===== config.mk =====
export PLATFORM = sky130hd
export DESIGN_NAME = alarm_trigger_ctrl
export DESIGN_NICKNAME = d
export VERILOG_FILES = /design/src/rtl/alarm_pkg.sv /design/src/rtl/input_debounce.sv /design/src/rtl/alarm_trigger_ctrl.sv
export SDC_FILE = /design/constraint.sdc
export NUM_CORES = 1
export LEC_CHECK = 0
export CORE_MARGIN = 2
export CORE_UTILIZATION = 35
export DETAILED_ROUTE_END_ITERATION = 10
export GPL_ROUTABILITY_DRIVEN = 0
export PLACE_DENSITY_LB_ADDON = 0.25
export SETUP_SLACK_MARGIN = 0.2
export SYNTH_ARGS = -nofsm -noshare
export SYNTH_HDL_FRONTEND = slang
export SYNTH_SLANG_ARGS = --single-unit

===== constraint.sdc =====
create_clock -name clk -period 2.15 [get_ports clk]
set_input_delay 0.3225 -clock clk [delete_from_list [all_inputs] [get_ports clk]]
set_output_delay 0.3225 -clock clk [all_outputs]
set_load 0.005 [all_outputs]

===== src/rtl/alarm_pkg.sv =====
// Shared alarm definitions: state encoding, default cycle counts and state decode
// helpers used by the trigger controller and the alarm driver top level.
package alarm_pkg;

  typedef enum logic [2:0] {
    ST_DISARMED   = 3'd0,
    ST_EXIT_WAIT  = 3'd1,
    ST_ARMED      = 3'd2,
    ST_ENTRY_WAIT = 3'd3,
    ST_ALARM      = 3'd4
  } alarm_state_e;

  localparam int unsigned DEF_DEBOUNCE_CYC = 500_000;
  localparam int unsigned DEF_EXIT_CYC     = 250_000_000;
  localparam int unsigned DEF_ENTRY_CYC    = 500_000_000;
  localparam int unsigned DEF_TW           = 29;

  // Unused encodings decode as not armed so a corrupted state never reads as protected.
  function automatic logic state_is_armed(input alarm_state_e s);
    logic r;
    case (s)
      ST_EXIT_WAIT, ST_ARMED, ST_ENTRY_WAIT, ST_ALARM: r = 1'b1;
      default:                                        r = 1'b0;
    endcase
    return r;
  endfunction

endpackage


===== src/rtl/input_debounce.sv =====
// Two-flop synchronizer followed by a stable-count debouncer: the output follows
// the synchronized input only after it has differed for DEBOUNCE_CYC consecutive cycles.
module input_debounce #(
  parameter int unsigned DEBOUNCE_CYC = 500_000
) (
  input  logic clk,
  input  logic rst_n,
  input  logic raw,
  output logic deb
);

  localparam int unsigned CW = (DEBOUNCE_CYC > 1) ? $clog2(DEBOUNCE_CYC) : 1;

  logic          sync1_r;
  logic          sync2_r;
  logic [CW-1:0] cnt_r;

  // Synchronize, then count consecutive disagreeing cycles; any agreement restarts the count.
  always_ff @(posedge clk or negedge rst_n) begin
    if (!rst_n) begin
      sync1_r <= 1'b0;
      sync2_r <= 1'b0;
      cnt_r   <= '0;
      deb     <= 1'b0;
    end else begin
      sync1_r <= raw;
      sync2_r <= sync1_r;
      if (sync2_r != deb) begin
        if (cnt_r == CW'(DEBOUNCE_CYC - 1)) begin
          deb   <= sync2_r;
          cnt_r <= '0;
        end else begin
          cnt_r <= cnt_r + CW'(1);
        end
      end else begin
        cnt_r <= '0;
      end
    end
  end

endmodule


===== src/rtl/alarm_trigger_ctrl.sv =====
// Arming/trigger controller: debounced sensor and buttons drive an exit-delay,
// armed, entry-delay and alarm state machine whose decoded state feeds the alarm driver.
module alarm_trigger_ctrl
  import alarm_pkg::*;
#(
  parameter int unsigned DEBOUNCE_CYC = DEF_DEBOUNCE_CYC,
  parameter int unsigned EXIT_CYC     = DEF_EXIT_CYC,
  parameter int unsigned ENTRY_CYC    = DEF_ENTRY_CYC,
  parameter int unsigned TW           = DEF_TW
) (
  input  logic       clk,
  input  logic       rst_n,
  input  logic       sensor_in,
  input  logic       arm_btn,
  input  logic       disarm_btn,
  output logic       alarm_data,
  output logic       armed,
  output logic       entry_pending,
  output logic [2:0] state_o
);

  logic          sensor_deb_s;
  logic          arm_deb_s;
  logic          disarm_deb_s;
  logic          arm_prev_r;
  logic          disarm_prev_r;
  logic          arm_rise_r;
  logic          disarm_rise_r;
  alarm_state_e  state_r;
  alarm_state_e  state_next_s;
  logic [TW-1:0] timer_r;
  logic [TW-1:0] timer_next_s;

  input_debounce #(.DEBOUNCE_CYC(DEBOUNCE_CYC)) u_deb_sensor (
    .clk(clk), .rst_n(rst_n), .raw(sensor_in),  .deb(sensor_deb_s)
  );
  input_debounce #(.DEBOUNCE_CYC(DEBOUNCE_CYC)) u_deb_arm (
    .clk(clk), .rst_n(rst_n), .raw(arm_btn),    .deb(arm_deb_s)
  );
  input_debounce #(.DEBOUNCE_CYC(DEBOUNCE_CYC)) u_deb_disarm (
    .clk(clk), .rst_n(rst_n), .raw(disarm_btn), .deb(disarm_deb_s)
  );

  // Registered rising-edge pulses so a held button produces exactly one request.
  always_ff @(posedge clk or negedge rst_n) begin
    if (!rst_n) begin
      arm_prev_r    <= 1'b0;
      disarm_prev_r <= 1'b0;
      arm_rise_r    <= 1'b0;
      disarm_rise_r <= 1'b0;
    end else begin
      arm_prev_r    <= arm_deb_s;
      disarm_prev_r <= disarm_deb_s;
      arm_rise_r    <= arm_deb_s & ~arm_prev_r;
      disarm_rise_r <= disarm_deb_s & ~disarm_prev_r;
    end
  end

  // Next-state and timer logic; disarm overrides every other transition.
  always_comb begin
    state_next_s = state_r;
    timer_next_s = timer_r;
    if (disarm_rise_r) begin
      state_next_s = ST_DISARMED;
      timer_next_s = '0;
    end else begin
      case (state_r)
        ST_DISARMED: begin
          if (arm_rise_r) begin
            state_next_s = ST_EXIT_WAIT;
            timer_next_s = TW'(EXIT_CYC - 1);
          end else begin
            state_next_s = ST_DISARMED;
          end
        end
        ST_EXIT_WAIT: begin
          if (timer_r == '0) begin
            state_next_s = ST_ARMED;
          end else begin
            timer_next_s = timer_r - TW'(1);
          end
        end
        ST_ARMED: begin
          if (sensor_deb_s) begin
            state_next_s = ST_ENTRY_WAIT;
            timer_next_s = TW'(ENTRY_CYC - 1);
          end else begin
            state_next_s = ST_ARMED;
          end
        end
        ST_ENTRY_WAIT: begin
          if (timer_r == '0) begin
            state_next_s = ST_ALARM;
          end else begin
            timer_next_s = timer_r - TW'(1);
          end
        end
        ST_ALARM: begin
          state_next_s = ST_ALARM;
        end
        default: begin
          state_next_s = ST_DISARMED;
          timer_next_s = '0;
        end
      endcase
    end
  end

  // State, timer and output registers; outputs are decoded from the next state so they
  // change on the same edge as the state register and never see the inputs directly.
  always_ff @(posedge clk or negedge rst_n) begin
    if (!rst_n) begin
      state_r       <= ST_DISARMED;
      timer_r       <= '0;
      alarm_data    <= 1'b0;
      armed         <= 1'b0;
      entry_pending <= 1'b0;
      state_o       <= 3'd0;
    end else begin
      state_r       <= state_next_s;
      timer_r       <= timer_next_s;
      alarm_data    <= (state_next_s == ST_ALARM);
      armed         <= state_is_armed(state_next_s);
      entry_pending <= (state_next_s == ST_ENTRY_WAIT);
      state_o       <= state_next_s;
    end
  end

endmodule


==> impl_metrics.yaml <==
run_status:
  outcome: "finished, final reports clean"
clock_tree:
  numCtsBuffers: 9
  clock_path_buffers: 2
  cts.sink_count: 105
  ctsHtreeMaxLevel: 3
  cts-root-buf: "clkbuf_16"
  clk_latency_ps: 360
  path_clk_slew_ps: 80
  cts_tree: "yes"
route:
  wl_per_cell_um: 16.2
  highest_layer: "met4"
  firstDrtPassIters: 5
  m1WireLength_mm: 5.90
  wl_met3_um: 719
  dr.first_iter.drc_count: 357
  vias_per_cell: 5.51
  route.detailed.drc: 0
  final_antenna_net_count: 0
  wl_mm: 13.1
  vias: 4476
  wl_met2_mm: 6.27
power_and_ir_drop:
  p_leak_nw: 2.84
  power.density_nw_per_um2: 555
  clock_power_share_pct: 44.2
  p_switching_mw: 0.926
  combPwrFrac_pct: 2.7
  intPower_mw: 2.86
  switching_share_pct: 24.5
  seqPwrFrac_pct: 53.1
  max-vdd-ir-drop_uv: 487
  p_total_mw: 3.78
setup_path:
  arrival_ps: 2270
  crit_fanout: 6
  path_class: "reg -> reg"
  cp-start-kind: "flop"
  required_ps: 2390
  cp-end-kind: "flop"
global_route:
  grt_antenna_before_repair: 0
  grt_overflow: 0
  grt_pass1_wl_mm: 21.3
  grt_start_max_net_pins: 50
  grt_pass1_vias: 4396
  grt_util_all_layers_pct: 16.2
yosys:
  async_reset_ff_share_pct: 100
  syn_nets: 574
  syn_avg_cell_area_um2: 9.51
  ys_seq_elements: 105
  ys_seq_area_share_pct: 48.9
  netlist_instances: 565
  ys_types: 60
  synth_edf_count: 0
  synth_area_um2: 5370
  ys.flop_type: "dfrtp_1"
  yosys_warnings: 0
sta:
  fmax_ghz: 0.493
  hold_violations: 0
  min_period_ps: 2030
  relSlewSlack_pct: 56.7
  clock_skew_ps: 7.61
  slew_viol_final: 0
  rsz0062_at_grt: "true"
  min_period_over_period_pct: 94.3
  fin_ws_ps: 123
  finalSetupViolCount: 0
  worst_pin_slew_ps: 647
layout:
  final_cell_mix: "102 x dfrtp_1, 82 x nor2_1, 46 x buf_4, 44 x nand2_1, 38 x xnor2_1"
  antenna_cells: 0
  drive_above_1_share_pct: 25.0
  final_common_cell: "dfrtp_1"
  area_delta_synth_final_pct: 27.0
  fillCellCount: 1429
  finish.utilization_pct: 45.2
  nNetsFinal: 629
placed_design:
  dp_hpwl_mm: 8.73
  port_buffers: 10
  post-place-ws_ps: 86.9
floorplan:
  io_pins: 11
  rows: 45
  dieArea_um2: 16400
  die_h_um: 128
  die_w_um: 128
  start_util_pct: 35.6
  core_um2: 15100
min_path:
  hold_class: "reg -> reg"
job:
  maxCapViolCount: 0
registers in the layout, summed over array words and instances, names as in the netlist, 3 cells and up:
| register | flops |
|---|---|
| state_r | 3 |
| u_deb_disarm.cnt_r | 19 |
| u_deb_arm.cnt_r | 19 |
| timer_r | 29 |
| u_deb_sensor.cnt_r | 19 |
power groups by stage:
stage | Combinational [mW] | Sequential [mW] | Clock (mW)
finish | 0.101 | 2.01 | 1.67
global route | 0.118 | 2.01 | 1.81
CTS | 0.104 | 2.01 | 1.75
detailed placement | 0.101 | 2.05 | 0
global placement | 0.0990 | 2.05 | 0
floorplan | 0.0419 | 2.05 | 0
layer usage:
layer	vias to the layer above	track usage [%]
met2	135	25.8
li1	2113	-
met1	2200	21.8
met4	0	6.01
met3	28	3.63
met5	-	0
synthesized netlist by cell type, drive strengths merged, types with 2 or more instances:
master / count / share of area, %
xor2: 17 / 2.8
o221ai: 4 / 0.65
nand2: 46 / 3.2
or4: 3 / 0.42
nand3: 35 / 3.3
dfrtp: 105 / 49
nor3: 28 / 3.0
o21ai: 14 / 1.3
o22ai: 5 / 0.58
and3: 7 / 0.91
o31a: 3 / 0.49
nor4b: 4 / 0.93
o211ai: 4 / 0.56
buf: 8 / 1.0
o2bb2ai: 3 / 0.49
a31oi: 3 / 0.35
nor2b: 4 / 0.47
clkbuf: 15 / 1.0
nand2b: 5 / 0.58
or3: 10 / 1.2
a41oi: 2 / 0.33
o2111ai: 2 / 0.33
or2: 4 / 0.47
a22o: 4 / 0.65
xnor2: 38 / 6.2
o41ai: 4 / 0.65
o311ai: 3 / 0.49
and2: 3 / 0.35
a21oi: 7 / 0.65
and4: 6 / 1.1
a221oi: 2 / 0.33
mux2: 4 / 0.84
nor4: 14 / 1.9
ha: 4 / 0.93
inv: 24 / 1.7
nand4: 14 / 1.6
nor2: 86 / 6.0
o31ai: 9 / 1.4
a32o: 3 / 0.56
metrics by stage:
stage / TNS [ps] / area [µm²] / cells / hold WS, ps
finish: 0 / 6820 / 813 / 362
global route: -3.90 / 6820 / 813 / 380
CTS: 0 / 6360 / 807 / 369
detailed placement: 0 / 5940 / 783 / 350
global placement: 0 / 5940 / 783 / 340
floorplan: 0 / 5380 / 565 / 26.9
final timing paths:
kind                       cells past startpoint                            from  slack, ps                              to
min                                            0  u_deb_disarm.sync1_r$_DFF_PN0_        360  u_deb_disarm.sync2_r$_DFF_PN0_
min reg2reg                                    0  u_deb_disarm.sync1_r$_DFF_PN0_        360  u_deb_disarm.sync2_r$_DFF_PN0_
max in group asynchronous                      3                           rst_n        930            state_r[0]$_DFF_PN0_
min in group asynchronous                      2                           rst_n        550            alarm_data$_DFF_PN0_
max                                            5         timer_r[14]$_DFFE_PN0P_        120         timer_r[25]$_DFFE_PN0P_
max reg2reg                                    5         timer_r[14]$_DFFE_PN0P_        120         timer_r[25]$_DFFE_PN0P_
critical path: stages (launching register included):
cell and delay [ps]:
dfrtp_1 490, nor3_4 250, buf_4 190, nand4_1 190, or4_4 560, a32o_1 230
area by class of cell:
class,count,area [µm²],area share (%)
clock buffer,9,225,3.30
clock inverter,7,80.1,1.17
inverter,24,97.6,1.43
multi-input combinational,413,2930,42.9
sequential,105,2630,38.6
tap,188,235,3.45
timing repair buffer,67,626,9.17
repair_timing:
item,4_1_cts,5_1_grt
setup endpoints to repair,46,88
gates resized for setup,17,83
cloned,1,1
pin swaps,6,24
hold buffers,1,0
buffers inserted,6,5
hold endpoints to repair,37,0
logic make-up (layout without fill, tap and decap cells):
| group | count (synthesis) | after routing | share of synthesized area [%] |
|---|---|---|---|
| AND/OR/NAND/NOR | 271 | 271 | 25.7 |
| flip-flops | 105 | 105 | 48.9 |
| AO/OA/AOI/OAI | 79 | 79 | 10.9 |
| XOR/XNOR | 55 | 55 | 8.97 |
| buffers and inverters | 47 | 107 | 3.73 |
| adder cells (fa/ha/maj) | 4 | 4 | 0.932 |
| multiplexers | 4 | 4 | 0.838 |
Note: power is estimated with default switching activity, not from simulation.
